--- src/rtl/uart_host_bridge.sv ---
// uart_host_bridge: turns a valid/ready TX byte stream into CoreUART host write cycles and polls RXRDY for reads.
// Received bytes are held in a single-entry register with their error tags until the client takes them.
module uart_host_bridge #(
  parameter int unsigned SETTLE_CYCLES = 3,
  parameter bit          RD_PRIORITY   = 1'b1
) (
  input  logic       CLK,
  input  logic       RESET,
  input  logic       tx_valid,
  input  logic [7:0] tx_data,
  output logic       tx_ready,
  output logic       rx_valid,
  output logic [7:0] rx_data,
  output logic [1:0] rx_err,
  input  logic       rx_ready,
  output logic       ovf_flag,
  input  logic       ovf_clr,
  output logic       UART_CSN,
  output logic       UART_WEN,
  output logic       UART_OEN,
  output logic [7:0] UART_WDATA,
  input  logic [7:0] UART_RDATA,
  input  logic       UART_TXRDY,
  input  logic       UART_RXRDY,
  input  logic       UART_PERR,
  input  logic       UART_FERR,
  input  logic       UART_OVF
);
  typedef enum logic [1:0] {IDLE, WRITE, READ, SETTLE} state_t;
  state_t     r_state;
  logic [3:0] r_cnt;
  logic       w_rd_ok, w_wr_ok, w_rd_go, w_wr_go;
  assign w_rd_ok  = UART_RXRDY & ~rx_valid;
  assign w_wr_ok  = tx_valid & UART_TXRDY;
  assign w_rd_go  = (r_state == IDLE) & w_rd_ok & (RD_PRIORITY | ~w_wr_ok);
  assign w_wr_go  = (r_state == IDLE) & w_wr_ok & ~w_rd_go;
  assign tx_ready = w_wr_go & ~RESET;
  // strobes are registered from the access decision so they line up exactly with WRITE/READ
  always_ff @(posedge CLK or posedge RESET) begin
    if (RESET) begin
      r_state    <= IDLE;
      r_cnt      <= '0;
      UART_CSN   <= 1'b1;
      UART_WEN   <= 1'b1;
      UART_OEN   <= 1'b1;
      UART_WDATA <= '0;
      rx_valid   <= 1'b0;
      rx_data    <= '0;
      rx_err     <= '0;
      ovf_flag   <= 1'b0;
    end else begin
      UART_CSN <= ~(w_wr_go | w_rd_go);
      UART_WEN <= ~w_wr_go;
      UART_OEN <= ~w_rd_go;
      ovf_flag <= UART_OVF | (ovf_flag & ~ovf_clr);
      if (w_wr_go) UART_WDATA <= tx_data;
      if (rx_valid & rx_ready) rx_valid <= 1'b0;
      case (r_state)
        IDLE: r_state <= w_rd_go ? READ : w_wr_go ? WRITE : IDLE;
        WRITE: begin
          r_state <= SETTLE;
          r_cnt   <= 4'(SETTLE_CYCLES);
        end
        READ: begin
          rx_data  <= UART_RDATA;
          rx_err   <= {UART_FERR, UART_PERR};
          rx_valid <= 1'b1;
          r_state  <= SETTLE;
          r_cnt    <= 4'(SETTLE_CYCLES);
        end
        default: begin
          r_cnt   <= r_cnt - 4'd1;
          r_state <= (r_cnt == 4'd1) ? IDLE : SETTLE;
        end
      endcase
    end
  end
endmodule

--- config.mk ---
export PLATFORM = sky130hd
export DESIGN_NAME = uart_host_bridge
export DESIGN_NICKNAME = d
export VERILOG_FILES = /design/src/rtl/uart_host_bridge.sv
export SDC_FILE = /design/constraint.sdc
export NUM_CORES = 1
export LEC_CHECK = 0
export ABC_AREA = 1
export CAP_MARGIN = 10
export CORE_MARGIN = 2
export CORE_UTILIZATION = 25
export DETAILED_ROUTE_END_ITERATION = 6
export MAX_ROUTING_LAYER = met4
export PLACE_DENSITY = 0.61
export SETUP_SLACK_MARGIN = 0.5
export SLEW_MARGIN = 5
export SYNTH_ARGS = -nofsm -noshare
export SYNTH_HDL_FRONTEND = slang
export SYNTH_SLANG_ARGS = --single-unit
--- constraint.sdc ---
create_clock -name CLK -period 1.5 [get_ports CLK]
set_input_delay 0.45 -clock CLK [delete_from_list [all_inputs] [get_ports CLK]]
set_output_delay 0.45 -clock CLK [all_outputs]
set_load 0.01 [all_outputs]
==> results of run 1 <==
-- flip-flops by register name (all words and copies together) (netlist names), 2 cells and up --
register	cells
rx_err	2
r_state	2
UART_WDATA	8
r_cnt	4
rx_data	8
-- power by group --
part / internal, mW / switching (mW) / leakage [nW]
Clock: 0.414 / 0.283 / 0.0542
Sequential: 1.16 / 0.199 / 0.349
Combinational: 1.17 / 1.17 / 0.737
Total: 2.74 / 1.65 / 1.14
-- worst reg2reg max path, delay by kind of cell, from the launching register on --
| kind | cells | cell delay [ps] |
|---|---|---|
| adders and majority gates | 1 | 160 |
| buffers and inverters | 3 | 320 |
| and+or+nand+nor | 5 | 370 |
| DFF | 1 | 390 |
-- cell usage in the layout, fill, tap and decap left out, drive strengths merged --
cell	n
clkbuf	7
ha	5
nor2	9
a21oi	2
inv	13
dlygate4sd2	2
o21ai	5
dfrtp	26
clkdlybuf4s50	23
clkinv	1
clkinvlp	2
nand3	10
nand2	55
buf	56
o21bai	1
a31oi	1
dfstp	3
-- cell type report --
class,instances,area (um2),area share (%)
inverters,14,61.3,2.74
multi-input cells,88,553,24.7
clock inverters,1,5.00,0.224
clock buffers,7,96.3,4.31
repair inverters,1,7.51,0.336
well taps,67,83.8,3.75
flip-flops and latches,29,729,32.6
repair buffers,81,699,31.3
-- cells by family after synthesis --
family	count (synthesis)	synth area share [%]
AND/OR/NAND/NOR	74	26.1
flip-flops	29	58.7
buffers and inverters	18	6.34
AO/OA/AOI/OAI	9	3.92
adder cells (fa/ha/maj)	5	5.03
-- repair_timing --
item | in CTS | in global routing
setup buffers | 9 | 11
gates cloned | 2 | 0
gates resized for setup | 126 | 24
pin swaps | 11 | 11
setup endpoints to repair | 52 | 59
-- cell usage after synthesis, drive strengths merged --
| master | number | area share (%) |
|---|---|---|
| nand2 | 55 | 18 |
| a31oi | 1 | 0.50 |
| buf | 2 | 1.5 |
| o21ai | 5 | 2.0 |
| inv | 14 | 4.2 |
| clkbuf | 2 | 0.60 |
| a21oi | 2 | 0.80 |
| o21bai | 1 | 0.60 |
| ha | 5 | 5.0 |
| dfrtp | 26 | 52 |
| dfstp | 3 | 6.3 |
| nand3 | 10 | 4.0 |
| nor2 | 9 | 4.2 |
-- layer usage --
| metal | track usage [%] | vias up |
|---|---|---|
| li1 | - | 582 |
| met1 | 15.0 | 531 |
| met2 | 19.5 | 44 |
| met3 | 4.88 | 6 |
| met4 | 3.57 | 0 |
| met5 | - | - |
-- through the flow --
| stage | instances | TNS (ps) | util, % | hold slack, ps |
|---|---|---|---|---|
| finish | 288 | -240 | 47.0 | 469 |
| global route | 288 | -326 | 47.0 | 485 |
| CTS | 277 | -296 | 43.4 | 471 |
| detailed placement | 258 | -2540 | 40.2 | 461 |
| global placement | 258 | -2360 | 40.2 | 455 |
| floorplan | 135 | -24.5 | - | 358 |
-- how the worst max path moves through the flow --
stage,startpoint,endpoint,slack [ps]
5_1_grt,r_state[1]$_DFF_PP0_,tx_ready,-330
6_report,r_state[1]$_DFF_PP0_,tx_ready,-240
3_5_place_dp,tx_valid,tx_ready,-810
2_1_floorplan,r_state[1]$_DFF_PP0_,tx_ready,-20
4_1_cts,r_state[0]$_DFF_PP0_,tx_ready,-300
3_3_place_gp,tx_valid,tx_ready,-800
==> results.tsv, run 1 <==
stage	metric	value	unit
setup_path	r2r_cells	9	
setup_path	crit_fanout	3	
floorplan	die_h	74.5	um
setup_path	crit_buf_inv	3	
floorplan	die_x	74.5	um
synth	synth-seq-cells	29	
setup_path	worstPathCellList	inv_2 > ha_4 > inv_4 > nor2_8 > nand2_4 > nor2_4 > buf_6	
pwr	p_per_area	1970	nW/um2
worst_hold_path	holdCritPathClass	reg2reg	
floorplan	pin_count	50	
global_route	grt_util_all_layers	12.5	%
setup_path	start_kind	register	
cells_and_area	area_growth	79.8	%
timing	finalCriticalPeriod	1740	ps
routing	wl_met1	1290	um
clocking	cts_tree	built	
global_route	grt_pass1_vias	1081	
routing	vias	1163	
clocking	cts-htree-levels	2	
routing	routed.top_layer	met4	
synth	syn_area	1240	um2
setup_path	slowest_delay	390	ps
worst_hold_path	min_path_cells	2	
cells_and_area	nFillCells	485	
cells_and_area	drive_above_1_share	47.5	%
routing	ant_nets	0	
setup_path	r2r_slack	150	ps
timing	fin_ws	-240	ps
floorplan	die-area	5550	um2
placed_design	place_ws	-813	ps
clocking	cts-root-buf	clkbuf_8	
setup_path	r2r_start	r_state[1]$_DFF_PP0_	
worst_hold_path	min-delay-start	UART_WDATA[2]$_DFFE_PP0P_	
cells_and_area	nets	251	
timing	final.setup_skew	3.39	ps
cells_and_area	fin_area	2240	um2
placed_design	dp_hpwl	2110	um
synth	syn_nets	166	
timing	fmax	575	MHz
setup_path	cp.arrival	1290	ps
outcome	violations	setup timing	
synth	synth_warnings	0	
timing	setup_violations	1	
routing	wl	3190	um
worst_hold_path	whs_endpoint	UART_WDATA[2]$_DFFE_PP0P_	
global_route	antenna_found_initial	0	
clocking	clk_latency	270	ps
global_route	grt_start_max_net_pins	15	
timing	finalHoldViolCount	0	
routing	drc	0	
routing	wl_met2	1580	um
global_route	grt_overflow	0	
outcome	outcome	finished with violations	
setup_path	critical_path.endpoint_type	output port	
global_route	grt_pass1_wl	4940	um
setup_path	rr_endpoint	r_state[0]$_DFF_PP0_	
pwr	p_leak	1.14	nW
synth	synthCells	135	
setup_path	cp_num_cells	7	
routing	vias_per_cell	4.04	
job	cap_violations	0	
clocking	path_clk_slew	60	ps
placed_design	place.gp.congestion	0.736	
timing	slew_headroom	86.3	%
synth	yosysUniqueCellTypes	19	
floorplan	num_rows	25	
synth	syn_avg_cell_area	9.21	um2
synth	synth-seq-area-share	58.7	%
cells_and_area	antenna_cells	0	
timing	fin_crit_sh	116	%
pwr	power	4.39	mW
timing	tightest_slew	203	ps
placed_design	postPlaceCellArea	1910	um2
clocking	cts_hold_buf	0	
timing	finalMaxSlewViolations	0	
setup_path	cp.required	1050	ps
routing	routed-wl-met3	272	um
floorplan	core-area	4750	um2
floorplan	start_util	26.2	%
placed_design	portBuffers	49	
routing	post_drt_wl_per_cell	11.1	um
pwr	vdd_drop_max	0.000656	V
routing	drt_iter0_markers	40	
clocking	cts_max_path_buffers	2	
routing	dr.pass1.iters	4	
setup_path	crit_slowest_cell	dfrtp_1	
timing	rsz0062_at_grt	yes	
setup_path	crit_family	flip-flops	
setup_path	critPathKind	reg2out	
clocking	cts_buffers	5	
clocking	cts.sinks	29	
Power figures use the tool's default switching activity.
==> run 2: changes to the inputs <==
--- a/config.mk
+++ b/config.mk
@@ -9,7 +9,10 @@
 export CAP_MARGIN = 10
 export CORE_MARGIN = 2
 export CORE_UTILIZATION = 25
+export CTS_CLUSTER_DIAMETER = 30
 export DETAILED_ROUTE_END_ITERATION = 6
+export GPL_ROUTABILITY_DRIVEN = 1
+export HOLD_SLACK_MARGIN = 0.08
 export MAX_ROUTING_LAYER = met4
 export PLACE_DENSITY = 0.61
 export SETUP_SLACK_MARGIN = 0.5
==> results of run 2 <==
The final DEF is identical to that of run 1; final timing and power are the same.
